`src/rtl/tick_sequencer.sv`:
```
// Tick enable generator for the core's register banks: free-run at a divided rate,
// single-step over a 4-phase req/ack handshake, or a counted burst.
module tick_sequencer #(
  parameter int DIV_BITS   = 16,
  parameter int BURST_BITS = 8,
  parameter int CNT_BITS   = 16
) (
  input  logic                  s_clock,
  input  logic                  reset,
  input  logic                  run_i,
  input  logic                  step_req_i,
  output logic                  step_ack_o,
  input  logic                  burst_start_i,
  input  logic [BURST_BITS-1:0] burst_len_i,
  input  logic [DIV_BITS-1:0]   div_i,
  output logic                  tick_o,
  output logic                  done_o,
  output logic                  busy_o,
  output logic [CNT_BITS-1:0]   tick_count_o
);

  typedef enum logic [1:0] {
    HALT     = 2'd0,
    RUN      = 2'd1,
    STEP_ACK = 2'd2,
    BURST    = 2'd3
  } state_t;

  state_t                state_q;
  logic                  tick_q;
  logic                  ack_q;
  logic                  done_q;
  logic                  busy_q;
  logic [CNT_BITS-1:0]   count_q;
  logic [DIV_BITS-1:0]   cnt_q;
  logic [BURST_BITS-1:0] rem_q;

  always_ff @(posedge s_clock) begin
    if (reset) begin
      state_q <= HALT;
      tick_q  <= 1'b0;
      ack_q   <= 1'b0;
      done_q  <= 1'b0;
      busy_q  <= 1'b0;
      count_q <= '0;
      cnt_q   <= '0;
      rem_q   <= '0;
    end else begin
      tick_q <= 1'b0;
      done_q <= 1'b0;
      case (state_q)
        HALT: begin
          if (run_i) begin
            state_q <= RUN;
            tick_q  <= 1'b1;
            cnt_q   <= div_i;
            busy_q  <= 1'b1;
            count_q <= count_q + CNT_BITS'(1);
          end else if (burst_start_i) begin
            if (burst_len_i != '0) begin
              state_q <= BURST;
              tick_q  <= 1'b1;
              rem_q   <= burst_len_i - BURST_BITS'(1);
              cnt_q   <= div_i;
              busy_q  <= 1'b1;
              count_q <= count_q + CNT_BITS'(1);
            end else begin
              done_q  <= 1'b1;
              busy_q  <= 1'b0;
            end
          end else if (step_req_i) begin
            state_q <= STEP_ACK;
            tick_q  <= 1'b1;
            busy_q  <= 1'b1;
            count_q <= count_q + CNT_BITS'(1);
          end else begin
            busy_q  <= 1'b0;
          end
        end
        RUN: begin
          // Stop is immediate: a low run_i wins even on a tick slot.
          if (!run_i) begin
            state_q <= HALT;
            busy_q  <= 1'b0;
          end else if (cnt_q == '0) begin
            tick_q  <= 1'b1;
            cnt_q   <= div_i;
            count_q <= count_q + CNT_BITS'(1);
          end else begin
            cnt_q   <= cnt_q - DIV_BITS'(1);
          end
        end
        BURST: begin
          if (cnt_q == '0) begin
            if (rem_q == '0) begin
              state_q <= HALT;
              done_q  <= 1'b1;
              busy_q  <= 1'b0;
            end else begin
              tick_q  <= 1'b1;
              rem_q   <= rem_q - BURST_BITS'(1);
              cnt_q   <= div_i;
              count_q <= count_q + CNT_BITS'(1);
            end
          end else begin
            cnt_q   <= cnt_q - DIV_BITS'(1);
          end
        end
        STEP_ACK: begin
          // Ack always rises once, even if the request already dropped.
          if (!ack_q) begin
            ack_q   <= 1'b1;
          end else if (!step_req_i) begin
            ack_q   <= 1'b0;
            state_q <= HALT;
            busy_q  <= 1'b0;
          end
        end
        default: begin
          state_q <= HALT;
          busy_q  <= 1'b0;
        end
      endcase
    end
  end

  assign tick_o       = tick_q;
  assign step_ack_o   = ack_q;
  assign done_o       = done_q;
  assign busy_o       = busy_q;
  assign tick_count_o = count_q;

endmodule

```
`config.mk`:
```
export PLATFORM = sky130hd
export DESIGN_NAME = tick_sequencer
export DESIGN_NICKNAME = d
export VERILOG_FILES = /design/src/rtl/tick_sequencer.sv
export SDC_FILE = /design/constraint.sdc
export NUM_CORES = 1
export LEC_CHECK = 0
export CAP_MARGIN = 20
export CORE_AREA = 5 5 118 120
export DETAILED_ROUTE_END_ITERATION = 10
export DIE_AREA = 0 0 123 125
export DONT_BUFFER_PORTS = 1
export PLACE_DENSITY = 0.36
export SLEW_MARGIN = 5
export SYNTH_ARGS = -nofsm -noshare
export SYNTH_HDL_FRONTEND = slang
export SYNTH_SLANG_ARGS = --single-unit
```
`constraint.sdc`:
```
create_clock -name s_clock -period 3.22 [get_ports s_clock]
set_input_delay 0.644 -clock s_clock [delete_from_list [all_inputs] [get_ports s_clock]]
set_output_delay 0.644 -clock s_clock [all_outputs]
set_load 0.02 [all_outputs]
```
==> results of run 1 <==
metal layers:
metal	vias up	GRT usage (%)
met5	-	0
met4	0	4.56
met3	12	4.11
met2	91	22.0
met1	1530	19.2
li1	1535	-
sequential cells by signal, summed over array words and instances, names as in the netlist:
signal and cells:
busy_o 1, state_q 2, step_ack_o 1, tick_o 1, done_o 1, rem_q 8, tick_count_o 16, cnt_q 16
kinds of logic (layout without fill, tap and decap cells):
group           count (synthesis)  count (layout)  synth area share, %
fa+ha+maj                       9               9                 3.60
flops                          46              46                 29.4
mux                            11              11                 3.76
xor+xnor                        1               1                0.280
simple gates                  156             156                 28.6
compound gates                125             125                 28.4
buf+inv                        46              42                 5.96
worst max-delay path: cells and delay by family, from the launching register on:
kind	cells	cell delay, ps
simple gates	3	1310
compound gates	1	620
mux	1	370
flops	1	320
fa+ha+maj	1	170
buf+inv	1	100
per-stage QoR:
step                      total power (uW)  util [%]
after detailed placement              2200      26.2
final                                 2740      27.4
after CTS                             2770      27.4
after global placement                2190      26.2
after global routing                  2960      27.4
after floorplan                       1760         -
placed cells by master, fill, tap and decap left out, types with 5 or more instances in the layout:
cell type	n
nand4_1	9
nand2b_1	6
buf_4	21
mux2i_1	5
clkbuf_16	5
or3_1	8
o21ai_0	17
nor4_1	21
a21oi_1	30
or2_2	7
ha_1	9
o31ai_1	13
nand3_1	11
or4_1	14
nor2_1	20
o311ai_0	9
nand2_1	20
dfxtp_1	46
nor3_1	15
inv_1	13
a211oi_1	14
nor2b_1	10
o32ai_1	8
power by group:
part	switching, uW	total, uW	internal, uW	leakage (uW)
clock	258	547	289	0.0000698
combinational	831	1360	528	0.000746
sequential	143	830	687	0.000376
synth_stat cells (4+ instances only):
cell      count  area (um2)
buf_2         4        20.0
inv_1        13        48.8
nand4_1       9        56.3
nand3_1      11        55.1
nor4_1       21         131
nand2_1      20        75.1
nor2_1       20        75.1
mux2i_1       5        50.1
a21oi_1      30         150
dfxtp_1      46         921
o311ai_0      9        78.8
o32ai_1       8        70.1
or3_1         8        50.1
or2_2         7        43.8
o31ai_1      13        97.6
or4_1        14         105
o21ai_0      17        85.1
nand2b_1      6        37.5
ha_1          9         113
a211oi_1     14         105
clkbuf_1     25        93.8
nor3_1       15        75.1
nor2b_1      11        68.8
worst paths after layout:
| check | from | to | slack [ps] | cells after the start |
|---|---|---|---|---|
| hold / removal | reset | rem_q[0] | 410 | 1 |
| hold reg to reg | cnt_q[0] | cnt_q[0] | 470 | 1 |
| setup / recovery | cnt_q[0] | tick_count_o[9] | 210 | 7 |
| setup reg to reg | cnt_q[0] | tick_count_o[9] | 210 | 7 |
area by class of cell:
class / count / area (um2)
fill: 1400 / 9350
multi-input combinational: 302 / 2030
sequential: 46 / 921
tap: 176 / 220
timing repair buffer: 21 / 158
clock buffer: 5 / 125
inverter: 13 / 48.8
clock inverter: 3 / 21.3
==> results_dict.tcl, run 1 <==
set metrics [dict create \
    core_area_um2 12900 \
    outcome "complete, no violations" \
    remaining_drc_errors 0 \
    path_max_fanout 21 \
    detail_route.vias_per_cell 5.60 \
    fmax_mhz 332 \
    ys_seq_area_share_pct 29.4 \
    met2WireLength_mm 4.93 \
    ys_seq_elements 46 \
    path_clk_slew_ps 70 \
    setup_tns_ps 0 \
    totalWireLength_mm 10.7 \
    area_growth_syn_to_layout_pct 12.8 \
    worst_pin_slew_ps 980 \
    min_period_over_period_pct 93.6 \
    ys_types 59 \
    synthArstFlopShare_pct 0 \
    worstPathArrival_ps 3200 \
    diodes 0 \
    num_vias 3168 \
    fin_crit_ps 3010 \
    final_area_um2 3530 \
    num-nets-final 427 \
    grt_pass1_wl_mm 17.6 \
    dp.cells 558 \
    highest_layer "met4" \
    syn-cell-area_um2 3130 \
    syn_avg_cell_area_um2 7.94 \
    drive_above_1_share_pct 12.3 \
    clock_latency_ps 310 \
    grt_pass1_vias 3196 \
    path_cells "inv_1 > ha_1 > or3b_2 > or4_4 > a2111o_2 > nor4_1 > mux2_2" \
    place_ws_ps 140 \
    end_kind "flip-flop" \
    rows 42 \
    synth_ff_type "dfxtp_1" \
    worstSetupPathType "flip-flop to flip-flop" \
    die_w_um 123 \
    initial_utilization_pct 24.3 \
    cts_buffer_depth 2 \
    synth_nets 432 \
    rsz0062_at_grt "no" \
    cts_resized 0 \
    fp.dieH_um 125 \
    gp_congestion 0.760 \
    port-buffer-count 0 \
    dr_wl_met3_um 631 \
    yosysWarningCount 0 \
    critPathMaxStageDelay_ps 620 \
    drv_cap 0 \
    drtAntennaViolNets 0 \
    cts_inserted_buffers 5 \
    powerDensity_nw_per_um2 776 \
    grt_overflow 0 \
    grt_use_total_pct 14.3 \
    synth_cells 394 \
    antenna_found_initial 0 \
    layout_setup_ws_ps 207 \
    synth_enable_flop_cells 0 \
    finalSetupViolCount 0 \
    cts_htree_levels 2 \
    post_drt_wl_per_cell_um 19.0 \
    cts_post_setup_buffers_inserted 0 \
    slew_viol_final 0 \
    ios 49 \
    m1WireLength_mm 5.01 \
    instances_no_fill 566 \
    hold_buffers 0 \
    grt_start_max_net_pins 58 \
    p_leak_uw 0.00119 \
    dp_hpwl_mm 7.44 \
    cp-start-kind "flip-flop" \
    placed_area_um2 3380 \
    skew_ps 9.22 \
    ir_worst_vdd_mv 0.202 \
    slew_headroom_pct 34.1 \
    crit_slowest_cell "a2111o_2" \
    cts_root_buf "clkbuf_16" \
    holdWs_ps 410 \
    cp_data_required_time_ps 3410 \
    die_area_um2 15400 \
    dr.pass1.iters 4 \
    cts_tree "done" \
    cts.sinks 46 \
    hold_path.class "input port to flip-flop" \
    hold_viol_final 0 \
    drt_iter0_drc 171 \
]
Note: power is estimated with default switching activity, not from simulation.
==> run 2, diff against run 1 <==
--- a/config.mk
+++ b/config.mk
@@ -11,6 +11,8 @@
 export DIE_AREA = 0 0 123 125
 export DONT_BUFFER_PORTS = 1
 export PLACE_DENSITY = 0.36
+export RECOVER_POWER = 100
+export SETUP_SLACK_MARGIN = 0.15
 export SLEW_MARGIN = 5
 export SYNTH_ARGS = -nofsm -noshare
 export SYNTH_HDL_FRONTEND = slang
==> results_dict.tcl, run 2 (same netlist as run 1, synthesis figures left out) <==
set metrics [dict create \
    outcome "complete, no violations" \
    hold_path.class "input port to flip-flop" \
    fp.dieH_um 125 \
    whs_path_depth 1 \
    path_cells "or4_1 > or4_4 > clkbuf_1 > a221oi_1 > buf_4 > nor2_1 > a211oi_1" \
    cts_inserted_buffers 5 \
    slew_viol_final 0 \
    num-nets-final 429 \
    p_leak_uw 0.00119 \
    hold_viol_final 0 \
    grt_pass1_vias 3196 \
    end_kind "flip-flop" \
    slew_headroom_pct 33.9 \
    totalWireLength_mm 11.1 \
    powerDensity_nw_per_um2 776 \
    detail_route.vias_per_cell 5.60 \
    holdWs_ps 411 \
    path_clk_slew_ps 80 \
    setup_tns_ps 0 \
    crit_slowest_cell "or4_4" \
    worstPathArrival_ps 3180 \
    ir_worst_vdd_mv 0.199 \
    placed_area_um2 3380 \
    worst_pin_slew_ps 982 \
    drive_above_1_share_pct 10.5 \
    cts_tree "done" \
    grt_start_max_net_pins 58 \
    min_period_over_period_pct 91.9 \
    remaining_drc_errors 0 \
    die_w_um 123 \
    grt_overflow 0 \
    port-buffer-count 0 \
    antenna_found_initial 0 \
    cts_buffer_depth 2 \
    hold_buffers 0 \
    critPathMaxStageDelay_ps 610 \
    drv_cap 0 \
    cts.sinks 46 \
    layout_setup_ws_ps 260 \
    cts_root_buf "clkbuf_16" \
    area_growth_syn_to_layout_pct 12.1 \
    core_area_um2 12900 \
    diodes 0 \
    die_area_um2 15400 \
    dr.pass1.iters 4 \
    met2WireLength_mm 5.11 \
    r2r_slack_ps 260 \
    drt_iter0_drc 159 \
    finalSetupViolCount 0 \
    highest_layer "met4" \
    cp-start-kind "flip-flop" \
    clock_latency_ps 310 \
    dp_hpwl_mm 7.44 \
    rows 42 \
    fmax_mhz 338 \
    rsz0062_at_grt "yes" \
    cts_htree_levels 2 \
    skew_ps 10.6 \
    post_drt_wl_per_cell_um 19.5 \
    nFillCells 1411 \
    path_max_fanout 12 \
    worstSetupPathType "flip-flop to flip-flop" \
    final_area_um2 3510 \
    cp_data_required_time_ps 3440 \
    place_ws_ps 140 \
    m1WireLength_mm 5.18 \
    grt_use_total_pct 14.3 \
    drtAntennaViolNets 0 \
    fin_crit_ps 2960 \
    grt_pass1_wl_mm 17.6 \
    rr_worst_depth 7 \
    layout_commonest_cell "dfxtp_1" \
    initial_utilization_pct 24.3 \
    ios 49 \
    num_vias 3180 \
    most-common-layout-cells "46 x dfxtp_1, 30 x a21oi_1, 23 x nor4_1, 20 x nor2_1, 20 x nand2_1" \
    dr_wl_met3_um 681 \
    gp_congestion 0.760 \
]
## run 2: cell types whose count changed in the layout (fill, tap and decap cells not counted)
cell      delta
clkbuf_2     +1
nor4_1       +2
nor4_2       -1
nor4_4       -1
a2111o_1     +2
clkbuf_1     +5
buf_4        -6
## run 2: path summary, 6_finish.rpt
path / endpoint / start
worst min register to register: cnt_q[0] / cnt_q[0]
worst max-delay path: rem_q[1] / cnt_q[6]
worst min-delay path: rem_q[0] / reset
worst max register to register: rem_q[1] / cnt_q[6]
## run 2: where the power goes
part,leakage [uW],internal [uW],total (uW),switching [uW]
Combinational,0.000740,510,1340,833
Sequential,0.000376,687,830,143
Clock,0.0000698,289,548,259
Total,0.00119,1490,2720,1240
## run 2: metal layers
layer / up-vias / global-route usage (%)
met5: - / 0
met3: 8 / 4.11
met2: 75 / 22.0
li1: 1546 / -
met4: 0 / 4.56
met1: 1551 / 19.2
## run 2: repair_timing
action	in CTS	in global routing
pin swaps	0	1
resized for setup	1	3
endpoints found under the hold margin	0	0
setup buffers	0	0
setup endpoints to repair	5	9
gates cloned	0	2
## run 2: critical path: cells and delay by family (launching register included)
kind                   cells  cell delay, ps
AND/OR/NAND/NOR            3            1240
AO/OA/AOI/OAI              2             720
buffers and inverters      2             560
flip-flops                 1             360
## run 2: final cells by class
class	count	area [um2]	area share [%]
Inverter	13	48.8	1.39
Clock inverter	3	21.3	0.606
Multi-Input combinational cell	304	2030	58.0
Sequential cell	46	921	26.3
Clock buffer	5	125	3.57
Tap cell	176	220	6.28
Timing Repair Buffer	21	136	3.89
## run 2: stage by stage
stage | power, uW | util (%) | std cells
2_1_floorplan | 1760 | - | 394
3_3_place_gp | 2190 | 26.2 | 558
3_5_place_dp | 2200 | 26.2 | 558
4_1_cts | 2770 | 27.4 | 566
5_1_grt | 2940 | 27.2 | 568
6_report | 2720 | 27.2 | 568
==> run 3, diff against run 2 <==
--- a/config.mk
+++ b/config.mk
@@ -5,7 +5,6 @@
 export SDC_FILE = /design/constraint.sdc
 export NUM_CORES = 1
 export LEC_CHECK = 0
-export CAP_MARGIN = 20
 export CORE_AREA = 5 5 118 120
 export DETAILED_ROUTE_END_ITERATION = 10
 export DIE_AREA = 0 0 123 125
==> results of run 3 <==
No change in the layout: final DEF, timing and power equal those of run 2.
